===== src/rtl/prog_load_pkg.sv =====
// Shared types and defaults for the program-load controller.
package prog_load_pkg;

  typedef enum logic [1:0] {
    ST_RUN  = 2'd0,
    ST_LEN  = 2'd1,
    ST_DATA = 2'd2
  } state_t;

  localparam int BYTES_PER_WORD  = 4;
  localparam int DEFAULT_ADDR_W  = 14;
  localparam int DEFAULT_TIMEOUT = 2_000_000;

endpackage


===== src/rtl/byte_packer.sv =====
// Packs a byte stream LSB-first into 32-bit words.
// Used for both the length prefix and the program data.
module byte_packer
  import prog_load_pkg::*;
(
  input  logic        clk,
  input  logic        rst,
  input  logic        clear,
  input  logic        byte_valid,
  input  logic [7:0]  byte_data,
  output logic [31:0] word,
  output logic        word_valid
);

  localparam int LANE_W = $clog2(BYTES_PER_WORD);
  localparam logic [LANE_W-1:0] LAST_LANE = LANE_W'(BYTES_PER_WORD - 1);

  logic [LANE_W-1:0] lane;

  // Insert each byte into its lane; flag a complete word the cycle after its last byte.
  // Every lane is overwritten before the next flag, so the word register is never cleared between words.
  always_ff @(posedge clk) begin
    if (!rst || clear) begin
      lane       <= '0;
      word       <= '0;
      word_valid <= 1'b0;
    end else begin
      word_valid <= byte_valid && (lane == LAST_LANE);
      if (byte_valid) begin
        word[{lane, 3'b000} +: 8] <= byte_data;
        lane                      <= lane + LANE_W'(1);
      end
    end
  end

endmodule


===== src/rtl/prog_load_ctrl.sv =====
// Program-load controller: holds the CPU in reset and streams a
// length-prefixed UART image into instruction memory from word 0.
module prog_load_ctrl
  import prog_load_pkg::*;
#(
  parameter int ADDR_W  = DEFAULT_ADDR_W,
  parameter int TIMEOUT = DEFAULT_TIMEOUT
) (
  input  logic              clk,
  input  logic              rst,
  input  logic              start_pg,
  input  logic              rx_valid,
  input  logic [7:0]        rx_data,
  input  logic [ADDR_W-1:0] cpu_imem_addr,
  output logic              cpu_rst_n,
  output logic [ADDR_W-1:0] imem_addr,
  output logic              imem_we,
  output logic [31:0]       imem_wdata,
  output logic              busy,
  output logic              done,
  output logic              err
);

  localparam int IDLE_W = $clog2(TIMEOUT + 1);
  localparam logic [IDLE_W-1:0] IDLE_LAST = IDLE_W'(TIMEOUT - 1);
  localparam logic [31:0] MAX_WORDS = 32'd1 << ADDR_W;

  state_t            state;
  state_t            state_next;
  logic              start_q;
  logic              start_edge;
  logic [IDLE_W-1:0] idle_cnt;
  logic [ADDR_W-1:0] word_idx;
  logic [ADDR_W-1:0] last_idx;
  logic [31:0]       pk_word;
  logic              pk_valid;
  logic              pk_clear;
  logic              pk_in_valid;
  logic              timeout_hit;
  logic              load_start;
  logic              finish_ok;
  logic              finish_err;

  assign start_edge  = start_pg & ~start_q;
  assign pk_clear    = (state == ST_RUN);
  assign pk_in_valid = rx_valid & (state != ST_RUN);
  assign timeout_hit = (state != ST_RUN) && !rx_valid && (idle_cnt == IDLE_LAST);
  assign imem_addr   = (state == ST_RUN) ? cpu_imem_addr : word_idx;

  byte_packer u_packer (
    .clk        (clk),
    .rst        (rst),
    .clear      (pk_clear),
    .byte_valid (pk_in_valid),
    .byte_data  (rx_data),
    .word       (pk_word),
    .word_valid (pk_valid)
  );

  // State register.
  always_ff @(posedge clk) begin
    if (!rst) begin
      state <= ST_RUN;
    end else begin
      state <= state_next;
    end
  end

  // Next-state decode plus one-cycle start/finish events for the datapath.
  always_comb begin
    state_next = state;
    load_start = 1'b0;
    finish_ok  = 1'b0;
    finish_err = 1'b0;
    case (state)
      ST_RUN: begin
        if (start_edge) begin
          state_next = ST_LEN;
          load_start = 1'b1;
        end
      end
      ST_LEN: begin
        if (timeout_hit) begin
          state_next = ST_RUN;
          finish_err = 1'b1;
        end else if (pk_valid) begin
          if (pk_word == 32'd0) begin
            state_next = ST_RUN;
            finish_ok  = 1'b1;
          end else if (pk_word > MAX_WORDS) begin
            state_next = ST_RUN;
            finish_err = 1'b1;
          end else begin
            state_next = ST_DATA;
          end
        end
      end
      ST_DATA: begin
        if (imem_we && (word_idx == last_idx)) begin
          state_next = ST_RUN;
          finish_ok  = 1'b1;
        end else if (timeout_hit) begin
          state_next = ST_RUN;
          finish_err = 1'b1;
        end
      end
      default: begin
        state_next = ST_RUN;
      end
    endcase
  end

  // Registered outputs, counters and the start-edge detector.
  always_ff @(posedge clk) begin
    if (!rst) begin
      start_q    <= 1'b0;
      cpu_rst_n  <= 1'b0;
      busy       <= 1'b0;
      done       <= 1'b0;
      err        <= 1'b0;
      imem_we    <= 1'b0;
      imem_wdata <= '0;
      idle_cnt   <= '0;
      word_idx   <= '0;
      last_idx   <= '0;
    end else begin
      start_q   <= start_pg;
      cpu_rst_n <= load_start ? 1'b0 : (state_next == ST_RUN);
      busy      <= (state_next != ST_RUN);
      done      <= finish_ok;

      if (load_start) begin
        err <= 1'b0;
      end else if (finish_err) begin
        err <= 1'b1;
      end

      imem_we <= (state == ST_DATA) && pk_valid;
      if ((state == ST_DATA) && pk_valid) begin
        imem_wdata <= pk_word;
      end

      if ((state == ST_RUN) || rx_valid) begin
        idle_cnt <= '0;
      end else begin
        idle_cnt <= idle_cnt + IDLE_W'(1);
      end

      if (load_start) begin
        word_idx <= '0;
      end else if (imem_we) begin
        word_idx <= word_idx + ADDR_W'(1);
      end

      if ((state == ST_LEN) && pk_valid) begin
        last_idx <= pk_word[ADDR_W-1:0] - ADDR_W'(1);
      end
    end
  end

endmodule


===== config.mk =====
export PLATFORM = sky130hd
export DESIGN_NAME = prog_load_ctrl
export DESIGN_NICKNAME = d
export VERILOG_FILES = /design/src/rtl/prog_load_pkg.sv /design/src/rtl/byte_packer.sv /design/src/rtl/prog_load_ctrl.sv
export SDC_FILE = /design/constraint.sdc
export NUM_CORES = 1
export LEC_CHECK = 0
export CORE_MARGIN = 3
export CORE_UTILIZATION = 50
export CTS_BUF_LIST = sky130_fd_sc_hd__clkbuf_16
export DETAILED_ROUTE_END_ITERATION = 10
export DONT_BUFFER_PORTS = 1
export PLACE_DENSITY = 0.68
export RECOVER_POWER = 25
export SLEW_MARGIN = 5
export SYNTH_ARGS = -nofsm -noshare
export SYNTH_HDL_FRONTEND = slang
export SYNTH_SLANG_ARGS = --single-unit

===== constraint.sdc =====
create_clock -name clk -period 2.24 [get_ports clk]
set_input_delay 0.448 -clock clk [delete_from_list [all_inputs] [get_ports clk]]
set_output_delay 0.448 -clock clk [all_outputs]
set_load 0.005 [all_outputs]

==> results.md <==
- Status: finished clean
- Initial antenna violation count: 0
- Netlist cell types: 43
- Detail Placement HPWL: 8745 microns
- Rel. slew slack: 57.48%
- Routability-driven placement congestion ratio: 0.8080
- Area Growth Syn to Fin: 15.62%
- Drc violations: 0
- Drt wl/cell: 15.51 microns
- Post-Syn Instances: 620
- Layout Nets: ~670
- Period minus WS final: 2.234 ns
- Final setup vio count: 0
- Yosys top cell by area: dfxtp_1
- GRT Util Overall: around a fifth
- Synth top area share: between 40% and 50%
- Register area share after synthesis: between 40 and 50%
- Placed cell count: 752
- Worst-path clk slew: roughly 0.050 ns
- Ant. Diodes: 0
- CP Max Fanout: 6
- Main synth FF type: dfxtp_1
- Async set-reset flop share out of synthesis: 0%
- Post-CTS Setup Inserts: 0
- Core area: 10,370 sq um
- First-pass GRT wire length: 19,900 microns
- # IOs: 77
- Non-filler cells, final: 784
- Cell Area, Placed: about 5600 sq um
- Number of synthesized flops with an enable pin: 0
- Fin util: 59.48%
- Std cell rows: 37
- Area of the die: 11,950 sq um
- Drt via density: 5.602
- Share of layout cells above drive strength 1: 10.65%
- Measured slew at the worst slew-check pin: 0.6379 ns
- Setup slack after layout: 0.006358 ns
- CTS Hold Bufs: 0
- Worst R2R Start: idle_cnt[13]
- Crit-path leading delay family: simple AND/OR/NAND/NOR gates
- Vias in the first global route: 4,114
- Synth area leaders: dfxtp_1 (47%), nand2_1 (6.7%), nor2_1 (6.5%)
- Reported max-cap violation count: 0
- Worst EP required: between 2 and 3 ns
- IO Port Bufs: 0
- Clock latency on the worst-skew pair: 0.41 ns
- Iter 0 DRT Violations: 268
- DRT Pass-1 Iters: 5
- Pwr/cell area: 806.0 nW/um^2
- Hold Path Depth: 1
- Clock root buffer: clkbuf_16
- CP Launch Type: register
- Max Clk Rate: 0.4477 GHz
- Fin. max-slew vios: 0
- Routed Antenna Nets: 0
- Pre-CTS setup slack: -0.2273 ns
- Hold WC Path Type: in -> reg
- Post-Syn Area: 5335 sq um
- Period utilization: 99.72%
- Worst path bufs/invs: 0
- YS warnings: 0
- Worst path slowest cell: or4b_1
- Clock Path Buffers: 2
- Stages on worst setup path: 6
- Flop-to-flop setup slack: around 0.0064 ns
- RSZ-0062 raised after global routing: true
- Routed vias: ~4,400
- TritonCTS buffer count: 17
- CTS sink cnt: 124
- Hold Startpoint: start_pg
- Critical path arrival: 2.55 ns
- Clk_skew: 0.005270 ns
- Crit-path max cell delay: between 0.5 and 0.6 ns
- Peak VDD IR: 479.5 uV
- Die H: 109.3 microns
- Fin area: 6168 sq um
- Drt total wl: 12,160 microns
- Setup crit end: err
- Remaining global-route overflow: 0
- Leakage: 0.002157 uW
- Critical path endpoint category: register
- Crit-path cells: or4b_1 > or4_1 > or3_4 > o31ai_2 > a21oi_1 > nor3_1
- CTS tree: done
- Fin. Hold Viols: 0
- Initial Utilization: 51.45%
- Die width: 109.3 microns
- Critical setup path kind: reg -> reg
- H-tree level count: 4
- R2r endpoint: err
- Largest net degree at the start of global routing: 35
- Syn_area_per_cell: 8.605 sq um
- Worst setup path start: idle_cnt[13]
- Flop and latch count out of synthesis: around 120
- Post-synthesis net count: 659
- Worst R2R Path Depth: 6
-- worst min path at each step --
| stage | endpoint |
|---|---|
| 6_report | start_q |
| 5_1_grt | start_q |
| 4_1_cts | start_q |
| 3_5_place_dp | imem_wdata[22] |
| 3_3_place_gp | idle_cnt[0] |
| 2_1_floorplan | idle_cnt[0] |
-- repair_timing --
action / CTS / global route
endpoints found under the setup margin: 4 / 12
pin swaps: 4 / 1
resized for setup: 1 / 1
endpoints found under the hold margin: 0 / 0
-- cell usage after synthesis (2+ instances only) --
library cell,instances
o31ai_1,3
xor2_1,21
and3_1,7
a32o_1,3
or3_1,4
nor4_1,11
mux2_2,13
and2_1,7
or4_1,2
dfxtp_1,124
inv_1,13
ha_1,13
a311oi_1,2
xnor2_1,33
nand4b_1,2
o21ai_0,6
a22oi_1,29
nand4_1,13
nand3_1,13
nand2b_1,2
nor2_1,92
nor2b_1,5
nor3_1,5
nor4b_1,2
clkbuf_1,30
mux2i_1,2
a211oi_1,10
and4_1,3
a21oi_1,39
nand2_1,95
or4b_1,2
a31oi_1,3
-- layout by cell type (no fill, tap or decap), types with 5 or more instances in the layout --
master / synthesis / routed
a211oi_1: 10 / 10
a21oi_1: 39 / 39
a22oi_1: 29 / 29
and2_1: 7 / 7
and3_1: 7 / 7
buf_4: 0 / 23
clkbuf_16: 0 / 17
clkinvlp_4: 0 / 5
dfxtp_1: 124 / 124
ha_1: 13 / 13
inv_1: 13 / 15
mux2_2: 13 / 13
nand2_1: 95 / 95
nand3_1: 13 / 13
nand4_1: 13 / 13
nor2_1: 92 / 92
nor3_1: 5 / 5
nor4_1: 11 / 11
o21ai_0: 6 / 6
xnor2_1: 33 / 33
xor2_1: 21 / 21
-- metal layers --
layer / vias to the layer above / GRT usage (%) / wire [microns]
li1: 2174 / - / -
met1: 2081 / 27.23 / 5323
met2: 122 / 33.60 / 5777
met3: 15 / 6.929 / 860
met4: 0 / 8.281 / 201
met5: - / 0 / 0
-- power by group --
part	internal, uW	total (uW)	switching [uW]	leakage (uW)
sequential	2220	2220	7.78	0.000999
combinational	73.5	184	110	0.000894
clock	1610	2560	956	0.000263
total	3900	4970	1070	0.00216
-- cell families after synthesis --
kind of cell	synth area share [%]
simple gates	22.80
flops	46.53
compound gates	12.52
xor+xnor	8.865
buf+inv	3.119
mux	3.119
fa+ha+maj	3.049
-- flip-flops by register name (all words and copies together) (netlist names) --
signal / count
imem_wdata: 32
done: 1
last_idx: 14
word_idx: 14
u_packer.word_valid: 1
imem_we: 1
idle_cnt: 21
err: 1
busy: 1
start_q: 1
cpu_rst_n: 1
u_packer.lane: 2
u_packer.word: 32
state: 2
-- cell type report --
type	instances	area, sq um
clock inverter	15	133.9
fill	922	4202
tap	136	170.2
timing repair buffer	27	205.2
inverter	13	48.80
clock buffer	17	425.4
sequential	124	2482
multi-input combinational	452	2703
-- stage by stage --
| step | power [uW] | setup TNS, ns | hold slack, ns |
|---|---|---|---|
| after floorplan | 2416 | -0.1617 | 0.4379 |
| after global placement | 2452 | -0.5671 | 0.4532 |
| after detailed placement | 2456 | -0.7908 | 0.4630 |
| after CTS | 5014 | -0.01147 | 0.1536 |
| after global routing | 5136 | -0.1974 | 0.1507 |
| final | 4972 | 0 | 0.1648 |
(Power assumes the default switching activity.)
